--- config.mk ---
export PLATFORM = sky130hd
export DESIGN_NAME = mem_access_unit
export DESIGN_NICKNAME = d
export VERILOG_FILES = /design/src/rtl/mem_pkg.sv /design/src/rtl/mem_lane_fmt.sv /design/src/rtl/mem_access_unit.sv
export SDC_FILE = /design/constraint.sdc
export NUM_CORES = 1
export LEC_CHECK = 0
export CAP_MARGIN = 20
export CELL_PAD_IN_SITES_DETAIL_PLACEMENT = 1
export CELL_PAD_IN_SITES_GLOBAL_PLACEMENT = 1
export CORE_MARGIN = 10
export CORE_UTILIZATION = 35
export CTS_CLUSTER_DIAMETER = 60
export DETAILED_ROUTE_END_ITERATION = 10
export GPL_TIMING_DRIVEN = 0
export PLACE_DENSITY_LB_ADDON = 0.1
export SLEW_MARGIN = 20
export SYNTH_ARGS = -nofsm -noshare
export SYNTH_HDL_FRONTEND = slang
export SYNTH_SLANG_ARGS = --single-unit
--- constraint.sdc ---
create_clock -name clk -period 4.3 [get_ports clk]
set_clock_uncertainty 0.15 [all_clocks]
set_input_delay 0.645 -clock clk [delete_from_list [all_inputs] [get_ports clk]]
set_output_delay 0.645 -clock clk [all_outputs]
set_load 0.05 [all_outputs]
--- src/rtl/mem_pkg.sv ---
// Shared definitions for the load/store path: access size codes, FSM states
// and the alignment rule that decides whether a request is legal.
package mem_pkg;

    localparam logic [1:0] SZ_B = 2'b00;
    localparam logic [1:0] SZ_H = 2'b01;
    localparam logic [1:0] SZ_W = 2'b10;

    typedef enum logic [1:0] {
        ST_IDLE,
        ST_ACCESS,
        ST_WRITE,
        ST_RESP_ERR
    } state_t;

    // Halves must sit on even addresses, words on multiples of four; size 11 is never legal.
    function automatic logic is_misaligned(input logic [1:0] size, input logic [1:0] addr_lo);
        logic bad;
        case (size)
            SZ_B:    bad = 1'b0;
            SZ_H:    bad = addr_lo[0];
            SZ_W:    bad = (addr_lo != 2'b00);
            default: bad = 1'b1;
        endcase
        return bad;
    endfunction

endpackage

--- src/rtl/mem_lane_fmt.sv ---
// Byte-lane formatter: extracts and extends load data from a RAM word and
// merges right-aligned store data into a RAM word (little-endian lanes).
module mem_lane_fmt
    import mem_pkg::*;
#(
    parameter int DW = 32
) (
    input  logic [1:0]    size,
    input  logic          zero_ext,
    input  logic [1:0]    lane,
    input  logic [DW-1:0] word,
    input  logic [DW-1:0] wdata,
    output logic [DW-1:0] load_data,
    output logic [DW-1:0] merged
);

    logic [4:0]    shamt;
    logic [DW-1:0] shifted;
    logic [DW-1:0] lane_mask;
    logic [DW-1:0] wdata_sh;

    assign shamt    = {lane, 3'b000};
    assign shifted  = word >> shamt;
    assign wdata_sh = wdata << shamt;

    // NOTE: every output gets a default first, so no path through the case infers a latch.
    always_comb begin
        load_data = word;
        lane_mask = '1;
        case (size)
            SZ_B: begin
                load_data = zero_ext ? {{(DW-8){1'b0}}, shifted[7:0]}
                                     : {{(DW-8){shifted[7]}}, shifted[7:0]};
                lane_mask = {{(DW-8){1'b0}}, 8'hFF} << shamt;
            end
            SZ_H: begin
                load_data = zero_ext ? {{(DW-16){1'b0}}, shifted[15:0]}
                                     : {{(DW-16){shifted[15]}}, shifted[15:0]};
                lane_mask = {{(DW-16){1'b0}}, 16'hFFFF} << shamt;
            end
            default: begin
                load_data = word;
                lane_mask = '1;
            end
        endcase
    end

    assign merged = (word & ~lane_mask) | (wdata_sh & lane_mask);

endmodule

--- src/rtl/mem_access_unit.sv ---
// Load/store unit in front of the word-wide data port of the shared RAM.
// One request at a time; sub-word stores become a read-modify-write pair.
module mem_access_unit
    import mem_pkg::*;
#(
    parameter  int DW        = 32,
    parameter  int MEM_DEPTH = 65536,
    localparam int AW        = $clog2(MEM_DEPTH)
) (
    input  logic          clk,
    input  logic          rst_n,
    input  logic          req_valid_i,
    output logic          req_ready_o,
    input  logic          req_we_i,
    input  logic [1:0]    req_size_i,
    input  logic          req_unsigned_i,
    input  logic [31:0]   req_addr_i,
    input  logic [DW-1:0] req_wdata_i,
    output logic          rsp_valid_o,
    output logic [DW-1:0] rsp_rdata_o,
    output logic          rsp_err_o,
    output logic          ram_ren_o,
    output logic [AW-1:0] ram_raddr_o,
    input  logic [DW-1:0] ram_rdata_i,
    output logic          ram_wen_o,
    output logic [AW-1:0] ram_waddr_o,
    output logic [DW-1:0] ram_wdata_o
);

    state_t        state;
    logic          we_q;
    logic [1:0]    size_q;
    logic          zext_q;
    logic [1:0]    lane_q;
    logic [DW-1:0] wdata_q;

    logic [AW-1:0] word_idx;
    logic [DW-1:0] load_data;
    logic [DW-1:0] merged;
    logic          unused_addr_hi;

    // Address bits above the RAM range are dropped, so accesses wrap.
    assign word_idx       = req_addr_i[AW+1:2];
    assign unused_addr_hi = ^req_addr_i[31:AW+2];

    mem_lane_fmt #(.DW(DW)) u_lane_fmt (
        .size      (size_q),
        .zero_ext  (zext_q),
        .lane      (lane_q),
        .word      (ram_rdata_i),
        .wdata     (wdata_q),
        .load_data (load_data),
        .merged    (merged)
    );

    // NOTE: non-blocking assignments throughout, so every register sees pre-edge values.
    always_ff @(posedge clk or negedge rst_n) begin
        if (!rst_n) begin
            state       <= ST_IDLE;
            req_ready_o <= 1'b1;
            rsp_valid_o <= 1'b0;
            rsp_err_o   <= 1'b0;
            rsp_rdata_o <= '0;
            ram_ren_o   <= 1'b0;
            ram_wen_o   <= 1'b0;
            ram_raddr_o <= '0;
            ram_waddr_o <= '0;
            ram_wdata_o <= '0;
            we_q        <= 1'b0;
            size_q      <= SZ_B;
            zext_q      <= 1'b0;
            lane_q      <= 2'b00;
            wdata_q     <= '0;
        end else begin
            rsp_valid_o <= 1'b0;
            rsp_err_o   <= 1'b0;
            ram_ren_o   <= 1'b0;
            ram_wen_o   <= 1'b0;

            case (state)
                ST_IDLE: begin
                    if (req_valid_i) begin
                        we_q        <= req_we_i;
                        size_q      <= req_size_i;
                        zext_q      <= req_unsigned_i;
                        lane_q      <= req_addr_i[1:0];
                        wdata_q     <= req_wdata_i;
                        req_ready_o <= 1'b0;
                        if (is_misaligned(req_size_i, req_addr_i[1:0])) begin
                            state       <= ST_RESP_ERR;
                            rsp_valid_o <= 1'b1;
                            rsp_err_o   <= 1'b1;
                            rsp_rdata_o <= '0;
                        end else begin
                            state       <= ST_ACCESS;
                            ram_raddr_o <= word_idx;
                            ram_waddr_o <= word_idx;
                            if (req_we_i && req_size_i == SZ_W) begin
                                ram_wen_o   <= 1'b1;
                                ram_wdata_o <= req_wdata_i;
                            end else begin
                                ram_ren_o <= 1'b1;
                            end
                        end
                    end
                end

                ST_ACCESS: begin
                    if (!we_q) begin
                        rsp_rdata_o <= load_data;
                        rsp_valid_o <= 1'b1;
                        req_ready_o <= 1'b1;
                        state       <= ST_IDLE;
                    end else if (size_q == SZ_W) begin
                        rsp_rdata_o <= '0;
                        rsp_valid_o <= 1'b1;
                        req_ready_o <= 1'b1;
                        state       <= ST_IDLE;
                    end else begin
                        // The merged word is captured in the write-data register itself.
                        ram_wdata_o <= merged;
                        ram_wen_o   <= 1'b1;
                        state       <= ST_WRITE;
                    end
                end

                ST_WRITE: begin
                    rsp_rdata_o <= '0;
                    rsp_valid_o <= 1'b1;
                    req_ready_o <= 1'b1;
                    state       <= ST_IDLE;
                end

                default: begin
                    req_ready_o <= 1'b1;
                    state       <= ST_IDLE;
                end
            endcase
        end
    end

endmodule
After elaboration in Yosys (flattened, before gate mapping)
Index checks and enable logic that the tools add are counted.
{ "totals": {"register_bits": 125, "output_inout_bits": 101} }
{ "classes": {"eq_ne": 13, "shifts": 4, "mux": 43, "bitwise": 5, "reduce_logical": 12} }
{ "ops": {"columns": ["cell", "n"], "rows": [
  ["2-to-1 mux 32 bit", 11],
  ["one-hot mux 32 bit (2 select lines)", 3],
  ["one-hot mux 32 bit (3 select lines)", 1],
  ["AND 32 bit", 2],
  ["inverter 32 bit", 1],
  ["bitwise OR 32 bit", 1],
  ["left shift 16 x 5 -> 32 bit, first input constant", 1],
  ["left shift 32 x 5 -> 32 bit", 1],
  ["left shift 8 x 5 -> 32 bit, first input constant", 1],
  ["right shift 32 x 5 -> 16 bit", 1],
  ["2-to-1 mux 1 bit", 19],
  ["inequality test 2 bit, second input constant", 6],
  ["2-to-1 mux 2 bit", 4],
  ["== test 2 x 1 -> 1 bit, second input constant", 3],
  ["== test 2 bit, second input constant", 3],
  ["zero test 2 bit", 3],
  ["one-hot mux 1 bit (3 select lines)", 2],
  ["AND reduction 6 bit", 1],
  ["one-hot mux 1 bit (2 select lines)", 2],
  ["one-hot mux 2 bit (2 select lines)", 1],
  ["AND reduction 2 bit", 2],
  ["AND reduction 4 bit", 1],
  ["nonzero test 2 bit", 2],
  ["inequality test 3 bit, second input constant", 1],
  ["4 further kinds", 4]
]} }

Depth between registers and ports, before layout
Gate-level depths: netlist (run 1).
{ "depth": {"word_depth": 8, "ltp_mapped": 9} }

Cells and area by module
A second synthesis (run 1) with hierarchy kept.
{ "unflattened": {"hier_cells": 672, "hier_area_um2": 7320.8} }
{ "by_module_without_submodules": {"columns": ["mod", "n_inst", "cells_per_inst", "area_each_um2"], "rows": [
  ["mem_access_unit", 1, 410, 5652.9],
  ["mem_lane_fmt", 1, 262, 1667.8]
]} }

Worst setup path before layout (run 1)
Ideal clock, no wire load.
{ "synth_path": {"path_type": "input -> register", "startpoint": "in req_size_i[0]", "endpoint": "reg ram_wdata_o[6]", "setup_time_ns": 0.125, "t_arrival_ns": 1.991, "slack_ns": 2.034, "stages": 5, "path_buffers": 1, "cell_sequence": "nor3_4 -> a41oi_2 -> nor2_2 -> buf_2 -> mux2_2"} }
{ "synth_via": {"elab_chain_len": 6, "elab_cells_between_ends": 10, "cone_classes": "eq/ne: 4; mux: 3; reduce/logical: 3"} }
{ "synth_lines": {"columns": ["element", "line", "text"], "rows": [
  ["start: declaration", "mem_access_unit.sv:15", "input logic [1:0] req_size_i,"],
  ["== test 2 bit (tied with other cells)", "mem_pkg.sv:19, mem_access_unit.sv:98", null],
  ["one-hot mux 1 bit (3 select lines)", "mem_pkg.sv:19", "case (size)"],
  ["2-to-1 mux 1 bit", "mem_access_unit.sv:82", "if (req_valid_i) begin"],
  ["2-to-1 mux 1 bit", "mem_access_unit.sv:80", "case (state)"],
  ["inequality test 2 bit (no line)", null, null],
  ["AND reduction 6 bit (no line) (*)", null, null],
  ["end signal: assignment", "mem_access_unit.sv:100", "ram_wdata_o <= req_wdata_i;"],
  ["end signal: assignment", "mem_access_unit.sv:121", "ram_wdata_o <= merged;"],
  ["end: declaration", "mem_access_unit.sv:27", "output logic [DW-1:0] ram_wdata_o"]
]} }
Mark *: on every way between the ends. The rest lies on a longest branch, timed or not. The select of a mux whose other input is x is not followed.
A chain may end at the register's enable or synchronous reset.

Worst setup path after layout (run 1)
{ "layout_path": {"startpoint": "reg state[0]", "endpoint": "reg ram_wdata_o[7]"} }
{ "layout_via": {"elab_chain_len": 3, "elab_cells_between_ends": 10, "cone_classes": "eq/ne: 6; mux: 1; reduce/logical: 3"} }
{ "layout_lines": {"columns": ["element", "line", "text"], "rows": [
  ["start: declaration", "mem_access_unit.sv:30", "state_t state;"],
  ["start signal: assignment", "mem_access_unit.sv:59", "state <= ST_IDLE;"],
  ["start signal: assignment", "mem_access_unit.sv:90", "state <= ST_RESP_ERR;"],
  ["start signal: assignment", "mem_access_unit.sv:95", "state <= ST_ACCESS;"],
  ["== test 2 x 1 -> 1 bit / zero test 2 bit (equally long branches)", "mem_access_unit.sv:80", null],
  ["inequality test 2 bit (no line) / nonzero test 2 bit (equally long branches)", null, null],
  ["AND reduction 6 bit (no line)", null, null]
]} }
Several ways; a longest one is shown, not always the timed one.

==> results of run 1 <==
-- cell usage in the layout, fill, tap and decap left out, types with 17 or more instances in the layout --
cell type and count:
sky130_fd_sc_hd__nand2b_1 20, sky130_fd_sc_hd__clkbuf_16 17, sky130_fd_sc_hd__dfrtp_1 124, sky130_fd_sc_hd__clkbuf_1 31, sky130_fd_sc_hd__inv_1 29, sky130_fd_sc_hd__mux2i_1 31, sky130_fd_sc_hd__nor2_1 47, sky130_fd_sc_hd__clkdlybuf4s50_1 188
sky130_fd_sc_hd__nand2_1 29, sky130_fd_sc_hd__a221o_1 17, sky130_fd_sc_hd__o21ai_0 35, sky130_fd_sc_hd__buf_4 19, sky130_fd_sc_hd__a31oi_1 17, sky130_fd_sc_hd__mux2_2 52, sky130_fd_sc_hd__nand3_1 17
-- power by group --
| group | switching, W | internal [W] | leakage, nW |
|---|---|---|---|
| combinational | 0.00354 | 0.00209 | 2.28 |
| sequential | 0.000415 | 0.00173 | 1.55 |
| clock | 0.000580 | 0.00105 | 0.310 |
| total | 0.00454 | 0.00486 | 4.14 |
-- through the flow --
step | instances | util [%] | power (W) | TNS, ns | setup slack, ns
after detailed placement | 1102 | 47.1 | 0.00780 | 0 | 0.932
after global routing | 1134 | 50.5 | 0.00991 | 0 | 1.20
after floorplan | 647 | - | 0.00583 | 0 | 2.03
after CTS | 1134 | 50.5 | 0.00946 | 0 | 1.36
final | 1134 | 50.5 | 0.00940 | 0 | 1.39
after global placement | 1101 | 46.9 | 0.00767 | -316.07 | -2.55
-- logic make-up (layout without fill, tap and decap cells) --
| logic type | count (synthesis) | count (layout) | share of synthesized area, % |
|---|---|---|---|
| simple gates | 136 | 136 | 9.62 |
| flops | 125 | 125 | 45.5 |
| mux | 96 | 96 | 16.8 |
| compound gates | 185 | 185 | 20.1 |
| buf+inv | 101 | 323 | 7.26 |
| fa+ha+maj | 4 | 4 | 0.727 |
-- registers in the layout (all words and copies together) (netlist names) --
signal and cells:
rsp_rdata_o 32, rsp_valid_o 1, state 2, ram_wdata_o 32, wdata_q 32, we_q 1, req_ready_o 1, lane_q 2
rsp_err_o 1, zext_q 1, ram_waddr_o 16, ram_wen_o 1, ram_ren_o 1, size_q 2
-- worst max-delay path by stage --
stage	end	cells past startpoint	slack, ns	start
final	ram_wdata_o[7]	8	1.39	state[0]
after global routing	ram_wdata_o[7]	8	1.20	state[0]
after CTS	ram_wdata_o[7]	8	1.36	state[0]
after detailed placement	ram_wdata_o[7]	6	0.93	req_size_i[0]
after global placement	ram_wdata_o[0]	1	-2.55	rst_n
after floorplan	ram_wdata_o[6]	5	2.03	req_size_i[0]
-- routing by layer --
layer | wire length (um) | part of all wire (%)
met1 | 11700 | 42
met3 | 1560 | 5.6
met4 | 582 | 2.1
met5 | 0 | 0
met2 | 14000 | 50
-- cell type report --
cell class	count	area share, %
clock inverter	13	2.17
sequential	125	32.0
buffer	71	3.95
multi-input combinational	421	33.2
clock buffer	19	4.52
tap	265	3.39
timing repair buffer	190	19.7
inverter	30	1.15
==> impl_metrics.prom, run 1 <==
# TYPE chip_impl_metric gauge
chip_impl_metric{name="vias",unit=""} 6217
chip_impl_metric{name="dpl.hpwl",unit="um"} 22400
chip_impl_metric{name="critPathMaxFanout",unit=""} 10
chip_impl_metric{name="filler_cells_inserted",unit=""} 2177
chip_impl_metric{name="cp.arrival",unit="ns"} 3.07
chip_impl_info{name="busiest_layer",value="met2"} 1
chip_impl_metric{name="hold_viol",unit=""} 6
chip_impl_metric{name="grtUsageMet2",unit="%"} 36.3
chip_impl_metric{name="reg2reg_setup_slack",unit="ns"} 1.39
chip_impl_metric{name="syn-cell-area",unit="um^2"} 6880
chip_impl_metric{name="tritoncts.num_buffers",unit=""} 17
chip_impl_metric{name="timing_max_transition_violations_final",unit=""} 0
chip_impl_metric{name="drt-initial-drc-count",unit=""} 312
chip_impl_metric{name="ys_types",unit=""} 52
chip_impl_metric{name="syn_inst",unit=""} 647
chip_impl_info{name="synth.cells.most_frequent",value="sky130_fd_sc_hd__dfrtp_1 (124), sky130_fd_sc_hd__mux2_2 (52), sky130_fd_sc_hd__nor2_1 (47), sky130_fd_sc_hd__o21ai_0 (35), sky130_fd_sc_hd__mux2i_1 (31)"} 1
chip_impl_metric{name="synth_nets",unit=""} 754
chip_impl_metric{name="crit_buf_inv",unit=""} 3
chip_impl_info{name="most_frequent_cell_after_synthesis",value="sky130_fd_sc_hd__dfrtp_1"} 1
chip_impl_metric{name="power.leakage",unit="nW"} 4.14
chip_impl_metric{name="post_synth.cell_area_avg",unit="um^2"} 10.6
chip_impl_info{name="critical_path.slowest_cell",value="sky130_fd_sc_hd__nor2_2"} 1
chip_impl_metric{name="cts_setup_buffers",unit=""} 0
chip_impl_metric{name="r2r_cells",unit=""} 8
chip_impl_metric{name="drt_first_pass_iters",unit=""} 5
chip_impl_metric{name="fin_worst_hold_slack",unit="ns"} -0.0159
chip_impl_metric{name="grt_util_met1",unit="%"} 25.9
chip_impl_metric{name="drcViolationCount",unit=""} 0
chip_impl_metric{name="coreArea",unit="um^2"} 19400
chip_impl_metric{name="cap_viol_max_count",unit=""} 0
chip_impl_metric{name="share_of_synthesized_area_occupied_by_flip_flops_and_latches",unit="%"} 45.5
chip_impl_metric{name="grt_max_degree",unit=""} 69
chip_impl_metric{name="number_of_global_route_vias_before_repair",unit=""} 6830
chip_impl_metric{name="row_count",unit=""} 51
chip_impl_metric{name="power_density",unit="nW/um^2"} 960
chip_impl_info{name="rsz0062_at_grt",value="false"} 1
chip_impl_info{name="synth.largest_area_cell",value="sky130_fd_sc_hd__dfrtp_1"} 1
chip_impl_metric{name="global_route.usage.met3",unit="%"} 5.71
chip_impl_info{name="violations",value="hold timing"} 1
chip_impl_metric{name="max_freq",unit="MHz"} 344
chip_impl_metric{name="global_route_wire_length_before_repair",unit="um"} 42200
chip_impl_metric{name="top_cell_type_s_share_of_synthesized_area",unit="%"} 45.1
chip_impl_metric{name="worst_ep_required_time",unit="ns"} 4.46
chip_impl_info{name="cp_common_cell",value="sky130_fd_sc_hd__buf_2"} 1
chip_impl_metric{name="power.ir.vdd_worst",unit="mV"} 0.414
chip_impl_metric{name="synth-edff-count",unit=""} 0
chip_impl_metric{name="synth_seq_cells",unit=""} 125
chip_impl_metric{name="clk_pin_slew",unit="ns"} 0.06
chip_impl_metric{name="clk_lat_worst_skew",unit="ns"} 0.43
chip_impl_info{name="cp_cell_sequence",value="inv_1, ha_1, and2_1, buf_2, a41oi_2, nor2_2, buf_2, mux2_2"} 1
chip_impl_metric{name="holdBufCountCts",unit=""} 0
chip_impl_metric{name="max_slew_margin",unit="%"} 34.5
chip_impl_metric{name="drt.antenna.violating_nets",unit=""} 0
chip_impl_metric{name="final_area",unit="um^2"} 9790
chip_impl_metric{name="cts.sink_count",unit=""} 125
chip_impl_metric{name="ioPinCount",unit=""} 204
chip_impl_info{name="end_kind",value="flip-flop"} 1
chip_impl_metric{name="per_cell_routed_wire_length",unit="um"} 24.6
chip_impl_metric{name="placedInstanceArea",unit="um^2"} 9140
chip_impl_metric{name="die_w",unit="um"} 160
chip_impl_metric{name="final_global_route_overflow_total",unit=""} 0
chip_impl_metric{name="synth_warnings",unit=""} 0
chip_impl_info{name="synth_top_cells_by_area",value="sky130_fd_sc_hd__dfrtp_1 (45%), sky130_fd_sc_hd__mux2_2 (8.5%), sky130_fd_sc_hd__mux2i_1 (4.5%)"} 1
chip_impl_info{name="cts_tree",value="done"} 1
chip_impl_metric{name="area_growth_syn_to_layout",unit="%"} 42.3
chip_impl_metric{name="starting_utilization_of_the_core_area",unit="%"} 35.5
chip_impl_metric{name="placement.io_buffers",unit=""} 189
chip_impl_info{name="critPathTopFamily",value="buffers and inverters"} 1
chip_impl_metric{name="maximum_clock_path_buffer_count",unit=""} 2
chip_impl_info{name="hold_class",value="input pin to async pin"} 1
chip_impl_info{name="run_status",value="finished, violations left"} 1
chip_impl_info{name="timing.rr.start",value="state[0]"} 1
chip_impl_metric{name="drt_wl_total",unit="um"} 27900
chip_impl_info{name="timing.setup.critical_path_class",value="flip-flop to flip-flop"} 1
chip_impl_metric{name="cts_htree_levels",unit=""} 4
chip_impl_metric{name="reg_area",unit="um^2"} 3130
chip_impl_info{name="postSynth.topFlopCell",value="sky130_fd_sc_hd__dfrtp_1"} 1
chip_impl_metric{name="grt_util_all_layers",unit="%"} 21.4
chip_impl_metric{name="viasPerCell",unit=""} 5.48
chip_impl_metric{name="cts_resized",unit=""} 0
chip_impl_info{name="worst_r2r_endpoint",value="ram_wdata_o[7]"} 1
chip_impl_metric{name="period_needed",unit="ns"} 2.91
chip_impl_metric{name="cpPeakStageDelay",unit="ns"} 0.44
chip_impl_info{name="cts_root_buffer",value="sky130_fd_sc_hd__clkbuf_16"} 1
chip_impl_metric{name="worstMarginPinSlew",unit="ns"} 0.980
chip_impl_metric{name="final_min_period_over_clock_period",unit="%"} 67.6
chip_impl_metric{name="routability_congestion_estimate",unit=""} 0.892
chip_impl_metric{name="antenna-diode-count",unit=""} 0
chip_impl_metric{name="synthArstFlopShare",unit="%"} 100
chip_impl_metric{name="die_y",unit="um"} 160
chip_impl_metric{name="fp.dieArea",unit="um^2"} 25700
chip_impl_metric{name="drive_gt1_share",unit="%"} 16.5
chip_impl_metric{name="finalSetupViolations",unit=""} 0
chip_impl_metric{name="nNetsFinal",unit=""} 963
chip_impl_metric{name="multi_input_comb_area",unit="um^2"} 3250
chip_impl_metric{name="antenna_violations_before_repair",unit=""} 0
chip_impl_info{name="setup.worst_path.start_class",value="flip-flop"} 1
(Power assumes the default switching activity.)
==> run 2: changes to the inputs <==
- clock period: 4.3 -> 2.9 ns (I/O delays scaled with it)
==> run 2 against run 1 <==
Against the previous run: the run now ends clean; die area unchanged; largest power group unchanged; critical path depth unchanged; setup slack worse by 1.2 ns; count of clock-buffer cells in the layout unchanged; hold slack better by 0.36 ns; sequential cell count unchanged; design area up 0.24%.
==> impl_metrics.prom, run 2 (synthesized netlist as in run 1, its figures left out) <==
# TYPE chip_impl_metric gauge
chip_impl_info{name="run_status",value="finished, final reports clean"} 1
chip_impl_info{name="commonest_non_fill_non_tap_cell_in_the_layout",value="sky130_fd_sc_hd__clkdlybuf4s50_1"} 1
chip_impl_metric{name="number_of_global_route_vias_before_repair",unit=""} 6835
chip_impl_metric{name="dp_slack",unit="ns"} -0.258
chip_impl_metric{name="power_density",unit="nW/um^2"} 1420
chip_impl_metric{name="tritoncts.num_buffers",unit=""} 17
chip_impl_info{name="setup.worst_path.start_class",value="flip-flop"} 1
chip_impl_info{name="layout_top_registers",value="ram_wdata_o: 32 flops, rsp_rdata_o: 32 flops, wdata_q: 32 flops"} 1
chip_impl_metric{name="clk_lat_worst_skew",unit="ns"} 0.43
chip_impl_info{name="cp_cell_sequence",value="inv_1, ha_1, and2_1, buf_2, a41oi_2, nor2_4, buf_2, mux2_2"} 1
chip_impl_metric{name="die_w",unit="um"} 160
chip_impl_metric{name="drt.antenna.violating_nets",unit=""} 0
chip_impl_metric{name="ioPinCount",unit=""} 204
chip_impl_info{name="critical_path.slowest_cell",value="sky130_fd_sc_hd__dfrtp_1"} 1
chip_impl_metric{name="cts_htree_levels",unit=""} 4
chip_impl_metric{name="final_global_route_overflow_total",unit=""} 0
chip_impl_metric{name="drt-initial-drc-count",unit=""} 289
chip_impl_metric{name="power.leakage",unit="nW"} 4.15
chip_impl_metric{name="power.ir.vdd_worst",unit="mV"} 0.629
chip_impl_metric{name="area_growth_syn_to_layout",unit="%"} 42.7
chip_impl_metric{name="antenna-diode-count",unit=""} 0
chip_impl_metric{name="maximum_clock_path_buffer_count",unit=""} 2
chip_impl_metric{name="cp.arrival",unit="ns"} 2.83
chip_impl_metric{name="final_min_period_over_clock_period",unit="%"} 91.9
chip_impl_metric{name="antenna_violations_before_repair",unit=""} 0
chip_impl_metric{name="row_count",unit=""} 51
chip_impl_metric{name="fin_worst_hold_slack",unit="ns"} 0.344
chip_impl_metric{name="drcViolationCount",unit=""} 0
chip_impl_metric{name="coreArea",unit="um^2"} 19400
chip_impl_metric{name="finalSetupViolations",unit=""} 0
chip_impl_info{name="end_kind",value="flip-flop"} 1
chip_impl_metric{name="nNetsFinal",unit=""} 965
chip_impl_metric{name="cap_viol_max_count",unit=""} 0
chip_impl_metric{name="hold_viol",unit=""} 0
chip_impl_info{name="final_cell_mix",value="sky130_fd_sc_hd__clkdlybuf4s50_1 (188), sky130_fd_sc_hd__dfrtp_1 (124), sky130_fd_sc_hd__mux2_2 (52)"} 1
chip_impl_metric{name="timing_max_transition_violations_final",unit=""} 0
chip_impl_metric{name="grt_max_degree",unit=""} 69
chip_impl_metric{name="max_slew_margin",unit="%"} 30.0
chip_impl_info{name="cts_tree",value="done"} 1
chip_impl_metric{name="starting_utilization_of_the_core_area",unit="%"} 35.5
chip_impl_metric{name="drt_wl_total",unit="um"} 28000
chip_impl_metric{name="period_needed",unit="ns"} 2.66
chip_impl_metric{name="max_freq",unit="MHz"} 375
chip_impl_metric{name="dpl.hpwl",unit="um"} 22400
chip_impl_metric{name="drive_gt1_share",unit="%"} 16.6
chip_impl_metric{name="viasPerCell",unit=""} 5.49
chip_impl_metric{name="per_cell_routed_wire_length",unit="um"} 24.6
chip_impl_info{name="timing.setup.critical_path_class",value="flip-flop to flip-flop"} 1
chip_impl_metric{name="fp.dieArea",unit="um^2"} 25700
chip_impl_metric{name="crit_buf_inv",unit=""} 3
chip_impl_metric{name="routability_congestion_estimate",unit=""} 0.892
chip_impl_metric{name="post-route-worst-setup-slack",unit="ns"} 0.235
chip_impl_metric{name="worst_ep_required_time",unit="ns"} 3.06
chip_impl_metric{name="global_route_wire_length_before_repair",unit="um"} 42200
chip_impl_info{name="rsz0062_at_grt",value="false"} 1
chip_impl_metric{name="vias",unit=""} 6231
chip_impl_metric{name="worstMarginPinSlew",unit="ns"} 1.05
chip_impl_metric{name="cts.sink_count",unit=""} 125
chip_impl_info{name="hold_class",value="flip-flop to flip-flop"} 1
chip_impl_metric{name="drt_first_pass_iters",unit=""} 5
chip_impl_metric{name="clk_pin_slew",unit="ns"} 0.06
chip_impl_metric{name="placement.io_buffers",unit=""} 189
chip_impl_metric{name="setup_tns",unit="ns"} 0
chip_impl_info{name="critPathTopFamily",value="buffers and inverters"} 1
chip_impl_metric{name="grt_util_all_layers",unit="%"} 21.4
chip_impl_info{name="cp_common_cell",value="sky130_fd_sc_hd__buf_2"} 1
chip_impl_info{name="cts_root_buffer",value="sky130_fd_sc_hd__clkbuf_16"} 1
chip_impl_metric{name="cpPeakStageDelay",unit="ns"} 0.42
chip_impl_metric{name="die_y",unit="um"} 160
chip_impl_metric{name="critPathMaxFanout",unit=""} 10
run 2: cell count changes in the layout (fill, tap and decap cells not counted):
cell / before / now
sky130_fd_sc_hd__buf_4: 19 / 20
sky130_fd_sc_hd__clkbuf_1: 31 / 30
sky130_fd_sc_hd__clkbuf_2: 0 / 1
sky130_fd_sc_hd__dlygate4sd3_1: 0 / 1
sky130_fd_sc_hd__nor2_2: 2 / 1
sky130_fd_sc_hd__nor2_4: 0 / 1
run 2: area by class of cell:
class	instances	area (um^2)
clock inverter	13	213
fill	2176	9580
clock buffer	19	443
sequential	125	3130
buffer	71	388
inverter	30	113
tap	265	332
timing repair buffer	192	1940
multi-input combinational	421	3260
run 2: worst paths after layout:
| path | start | end | slack (ns) | cells past startpoint |
|---|---|---|---|---|
| worst max-delay path | state[0] | ram_wdata_o[7] | 0.24 | 8 |
| worst min-delay path | rsp_rdata_o[0] | rsp_rdata_o[0] | 0.34 | 1 |
| max in group asynchronous | rst_n | ram_wdata_o[6] | 1.49 | 3 |
| worst max register to register | state[0] | ram_wdata_o[7] | 0.24 | 8 |
| min in group asynchronous | rst_n | ram_waddr_o[11] | 0.38 | 2 |
| worst min register to register | rsp_rdata_o[0] | rsp_rdata_o[0] | 0.34 | 1 |
run 2: timing repair:
item                                   4_1_cts  5_1_grt
hold buffers                                 1        0
endpoints found under the hold margin       56        0
gates resized for setup                      1        2
pin swaps                                    0        1
setup endpoints to repair                    2        5
buffers inserted                             0        1
run 2: worst register-to-register path, cell delays in order (launching register included):
cell	delay (ns)
sky130_fd_sc_hd__dfrtp_1	0.42
sky130_fd_sc_hd__inv_1	0.10
sky130_fd_sc_hd__ha_1	0.27
sky130_fd_sc_hd__and2_1	0.17
sky130_fd_sc_hd__buf_2	0.19
sky130_fd_sc_hd__a41oi_2	0.37
sky130_fd_sc_hd__nor2_4	0.25
sky130_fd_sc_hd__buf_2	0.28
sky130_fd_sc_hd__mux2_2	0.36
run 2: per-stage QoR:
step                total power, W  std cells  cell area [um^2]  utilization [%]
floorplan                  0.00865        647              6880                -
global placement            0.0114       1101              9100             46.9
detailed placement          0.0116       1102              9140             47.1
CTS                         0.0140       1135              9810             50.6
global route                0.0147       1136              9820             50.6
finish                      0.0140       1136              9820             50.6
run 2: layer usage:
layer | part of all wire, % | vias to the layer above | track usage (%)
met4 | 1.9 | 0 | 6.43
met3 | 5.5 | 37 | 5.71
met5 | 0 | - | 0
met2 | 50 | 197 | 36.3
li1 | - | 2827 | -
met1 | 42 | 3170 | 25.9
run 2: report_power, final:
group          switching (W)  leakage, nW  internal [W]
logic                0.00526         2.29       0.00311
registers           0.000620         1.55       0.00256
clock network       0.000858        0.310       0.00155
total                0.00674         4.15       0.00722
==> run 3: changes to the inputs <==
- CTS_CLUSTER_SIZE: default -> 10
- GPL_TIMING_DRIVEN: 0 -> default
==> run 3 against run 2 <==
Against the previous run: clock power decreased by 7%; critical path depth stayed put; sequential share of layout area grew 0.95 points; combinational power down 6.7%; hold slack worse by 0.033 ns; first-iteration DRC count is 23% higher; critical endpoint is now rsp_rdata_o[25].
==> impl_metrics.prom, run 3 (synthesized netlist as in run 1, its figures left out) <==
# TYPE chip_impl_metric gauge
chip_impl_metric{name="timing_max_transition_violations_final",unit=""} 0
chip_impl_metric{name="worst_ep_required_time",unit="ns"} 3.05
chip_impl_metric{name="drcViolationCount",unit=""} 0
chip_impl_metric{name="routability_congestion_estimate",unit=""} 0.870
chip_impl_metric{name="starting_utilization_of_the_core_area",unit="%"} 35.5
chip_impl_metric{name="die_w",unit="um"} 160
chip_impl_metric{name="clk_lat_worst_skew",unit="ns"} 0.43
chip_impl_metric{name="finalSetupViolations",unit=""} 0
chip_impl_metric{name="per_cell_routed_wire_length",unit="um"} 23.6
chip_impl_info{name="cp_common_cell",value="sky130_fd_sc_hd__buf_4"} 1
chip_impl_metric{name="area_growth_syn_to_layout",unit="%"} 38.6
chip_impl_metric{name="cp.arrival",unit="ns"} 2.53
chip_impl_metric{name="reg_area",unit="um^2"} 3130
chip_impl_metric{name="fp.dieArea",unit="um^2"} 25700
chip_impl_metric{name="cts_htree_levels",unit=""} 4
chip_impl_metric{name="filler_cells_inserted",unit=""} 2121
chip_impl_metric{name="drt_wl_total",unit="um"} 25600
chip_impl_info{name="final_cell_mix",value="sky130_fd_sc_hd__clkdlybuf4s50_1 (188), sky130_fd_sc_hd__dfrtp_1 (123), sky130_fd_sc_hd__mux2_2 (52)"} 1
chip_impl_info{name="cts_tree",value="done"} 1
chip_impl_metric{name="max_freq",unit="MHz"} 421
chip_impl_metric{name="antenna-diode-count",unit=""} 0
chip_impl_metric{name="final_global_route_overflow_total",unit=""} 0
chip_impl_metric{name="number_of_global_route_vias_before_repair",unit=""} 6522
chip_impl_info{name="cts_root_buffer",value="sky130_fd_sc_hd__clkbuf_16"} 1
chip_impl_metric{name="ioPinCount",unit=""} 204
chip_impl_metric{name="grt_max_degree",unit=""} 70
chip_impl_metric{name="sequential_power_share",unit="%"} 24.7
chip_impl_metric{name="swShare",unit="%"} 48.5
chip_impl_metric{name="row_count",unit=""} 51
chip_impl_metric{name="coreArea",unit="um^2"} 19400
chip_impl_metric{name="cts_resized",unit=""} 0
chip_impl_metric{name="drt.antenna.violating_nets",unit=""} 0
chip_impl_metric{name="cts_setup_buffers",unit=""} 0
chip_impl_metric{name="total_switching_power",unit="W"} 0.00647
chip_impl_metric{name="cts.sink_count",unit=""} 125
chip_impl_metric{name="clk_pin_slew",unit="ns"} 0.06
chip_impl_metric{name="cap_viol_max_count",unit=""} 0
chip_impl_metric{name="cpPeakStageDelay",unit="ns"} 0.40
chip_impl_metric{name="hold_viol",unit=""} 0
chip_impl_info{name="commonest_non_fill_non_tap_cell_in_the_layout",value="sky130_fd_sc_hd__clkdlybuf4s50_1"} 1
chip_impl_metric{name="final_min_period_over_clock_period",unit="%"} 81.9
chip_impl_metric{name="power_density",unit="nW/um^2"} 1400
chip_impl_metric{name="dp_cells",unit=""} 1053
chip_impl_info{name="end_kind",value="flip-flop"} 1
chip_impl_metric{name="multi_input_comb_area",unit="um^2"} 3260
chip_impl_metric{name="vias",unit=""} 5974
chip_impl_metric{name="drt_first_pass_iters",unit=""} 4
chip_impl_info{name="setup.worst_path.start_class",value="flip-flop"} 1
chip_impl_metric{name="viasPerCell",unit=""} 5.50
chip_impl_info{name="run_status",value="finished, final reports clean"} 1
chip_impl_metric{name="die_y",unit="um"} 160
chip_impl_info{name="hold_class",value="input pin to async pin"} 1
chip_impl_metric{name="setup_tns",unit="ns"} 0
chip_impl_metric{name="critPathMaxFanout",unit=""} 24
chip_impl_metric{name="power_share_of_the_clock_group",unit="%"} 16.8
chip_impl_metric{name="drive_gt1_share",unit="%"} 16.1
chip_impl_metric{name="dpl.hpwl",unit="um"} 19400
chip_impl_metric{name="tritoncts.num_buffers",unit=""} 17
chip_impl_info{name="layout_top_registers",value="ram_wdata_o: 32 flops, rsp_rdata_o: 32 flops, wdata_q: 32 flops"} 1
chip_impl_metric{name="global_route_wire_length_before_repair",unit="um"} 39300
chip_impl_info{name="rsz0062_at_grt",value="false"} 1
chip_impl_metric{name="power.ir.vdd_worst",unit="mV"} 0.531
chip_impl_metric{name="power.leakage",unit="nW"} 4.01
chip_impl_metric{name="finalNonFillerCells",unit=""} 1086
chip_impl_metric{name="power_frac_comb",unit="%"} 58.5
chip_impl_metric{name="fin_worst_hold_slack",unit="ns"} 0.311
chip_impl_metric{name="internal_power",unit="W"} 0.00687
chip_impl_metric{name="max_slew_margin",unit="%"} 54.8
chip_impl_metric{name="grt_util_all_layers",unit="%"} 19.4
chip_impl_metric{name="worstMarginPinSlew",unit="ns"} 0.678
chip_impl_info{name="timing.setup.critical_path_class",value="flip-flop to flip-flop"} 1
chip_impl_metric{name="placement.io_buffers",unit=""} 189
chip_impl_metric{name="period_needed",unit="ns"} 2.38
chip_impl_metric{name="antenna_violations_before_repair",unit=""} 0
chip_impl_info{name="cp_cell_sequence",value="inv_1, ha_1, and2_2, nor3b_4, buf_4, o21a_1, buf_4, a221o_1"} 1
chip_impl_info{name="critical_path.slowest_cell",value="sky130_fd_sc_hd__dfrtp_1"} 1
chip_impl_metric{name="maximum_clock_path_buffer_count",unit=""} 2
chip_impl_metric{name="nNetsFinal",unit=""} 915
chip_impl_metric{name="drt-initial-drc-count",unit=""} 355
-- run 3: changes by cell type in the layout (fill, tap and decap cells not counted), moves of 3 or more --
cell / change
sky130_fd_sc_hd__buf_1: -3
sky130_fd_sc_hd__clkbuf_1: -30
sky130_fd_sc_hd__buf_6: -4
sky130_fd_sc_hd__buf_4: +3
sky130_fd_sc_hd__buf_2: -15
-- run 3: per-layer routing --
layer / wire length [um] / global-route usage (%)
met2: 13300 / 34.3
met3: 1620 / 4.86
met5: 0 / 0
met4: 291 / 5.34
met1: 10400 / 22.9
-- run 3: critical path, delay by kind of cell (launching register included) --
kind	cells	cell delay [ns]
compound gates	2	0.51
simple gates	2	0.45
buf+inv	3	0.46
fa+ha+maj	1	0.27
flops	1	0.40
-- run 3: through the flow --
step	worst slack (ns)	utilization, %	total power, W	cell area [um^2]
after global placement	0.353	45.9	0.0109	8910
final	0.524	49.1	0.0133	9530
after CTS	0.507	49.1	0.0134	9530
after detailed placement	0.266	45.9	0.0111	8910
after floorplan	0.640	-	0.00865	6880
after global routing	0.341	49.1	0.0141	9530
-- run 3: final timing paths --
check	startpoint	endpoint	slack (ns)	cells past startpoint
max	state[0]	rsp_rdata_o[25]	0.52	8
min	rst_n	ram_waddr_o[7]	0.31	2
max reg2reg	state[0]	rsp_rdata_o[25]	0.52	8
min reg2reg	rsp_rdata_o[1]	rsp_rdata_o[1]	0.34	1
max in group asynchronous	rst_n	rsp_rdata_o[0]	1.52	3
min in group clk	rsp_rdata_o[1]	rsp_rdata_o[1]	0.34	1
-- run 3: area by class of cell --
cell class | instances | share of cell area (%)
Sequential cell | 125 | 32.8
Clock buffer | 19 | 4.75
Multi-Input combinational cell | 421 | 34.2
Inverter | 30 | 1.18
Tap cell | 265 | 3.48
Timing Repair Buffer | 213 | 21.9
Clock inverter | 13 | 1.71
-- run 3: power by group through the flow --
stage | clock network [W] | logic (W) | registers, W
after floorplan | 0 | 0.00386 | 0.00479
after global placement | 0 | 0.00764 | 0.00325
after detailed placement | 0 | 0.00782 | 0.00331
after CTS | 0.00229 | 0.00786 | 0.00329
after global routing | 0.00237 | 0.00829 | 0.00339
final | 0.00225 | 0.00781 | 0.00329
-- run 3: timing repair --
item                                    in CTS  in global routing
hold buffers                                 1                  0
endpoints found under the setup margin       0                  0
hold endpoints to repair                    23                  0
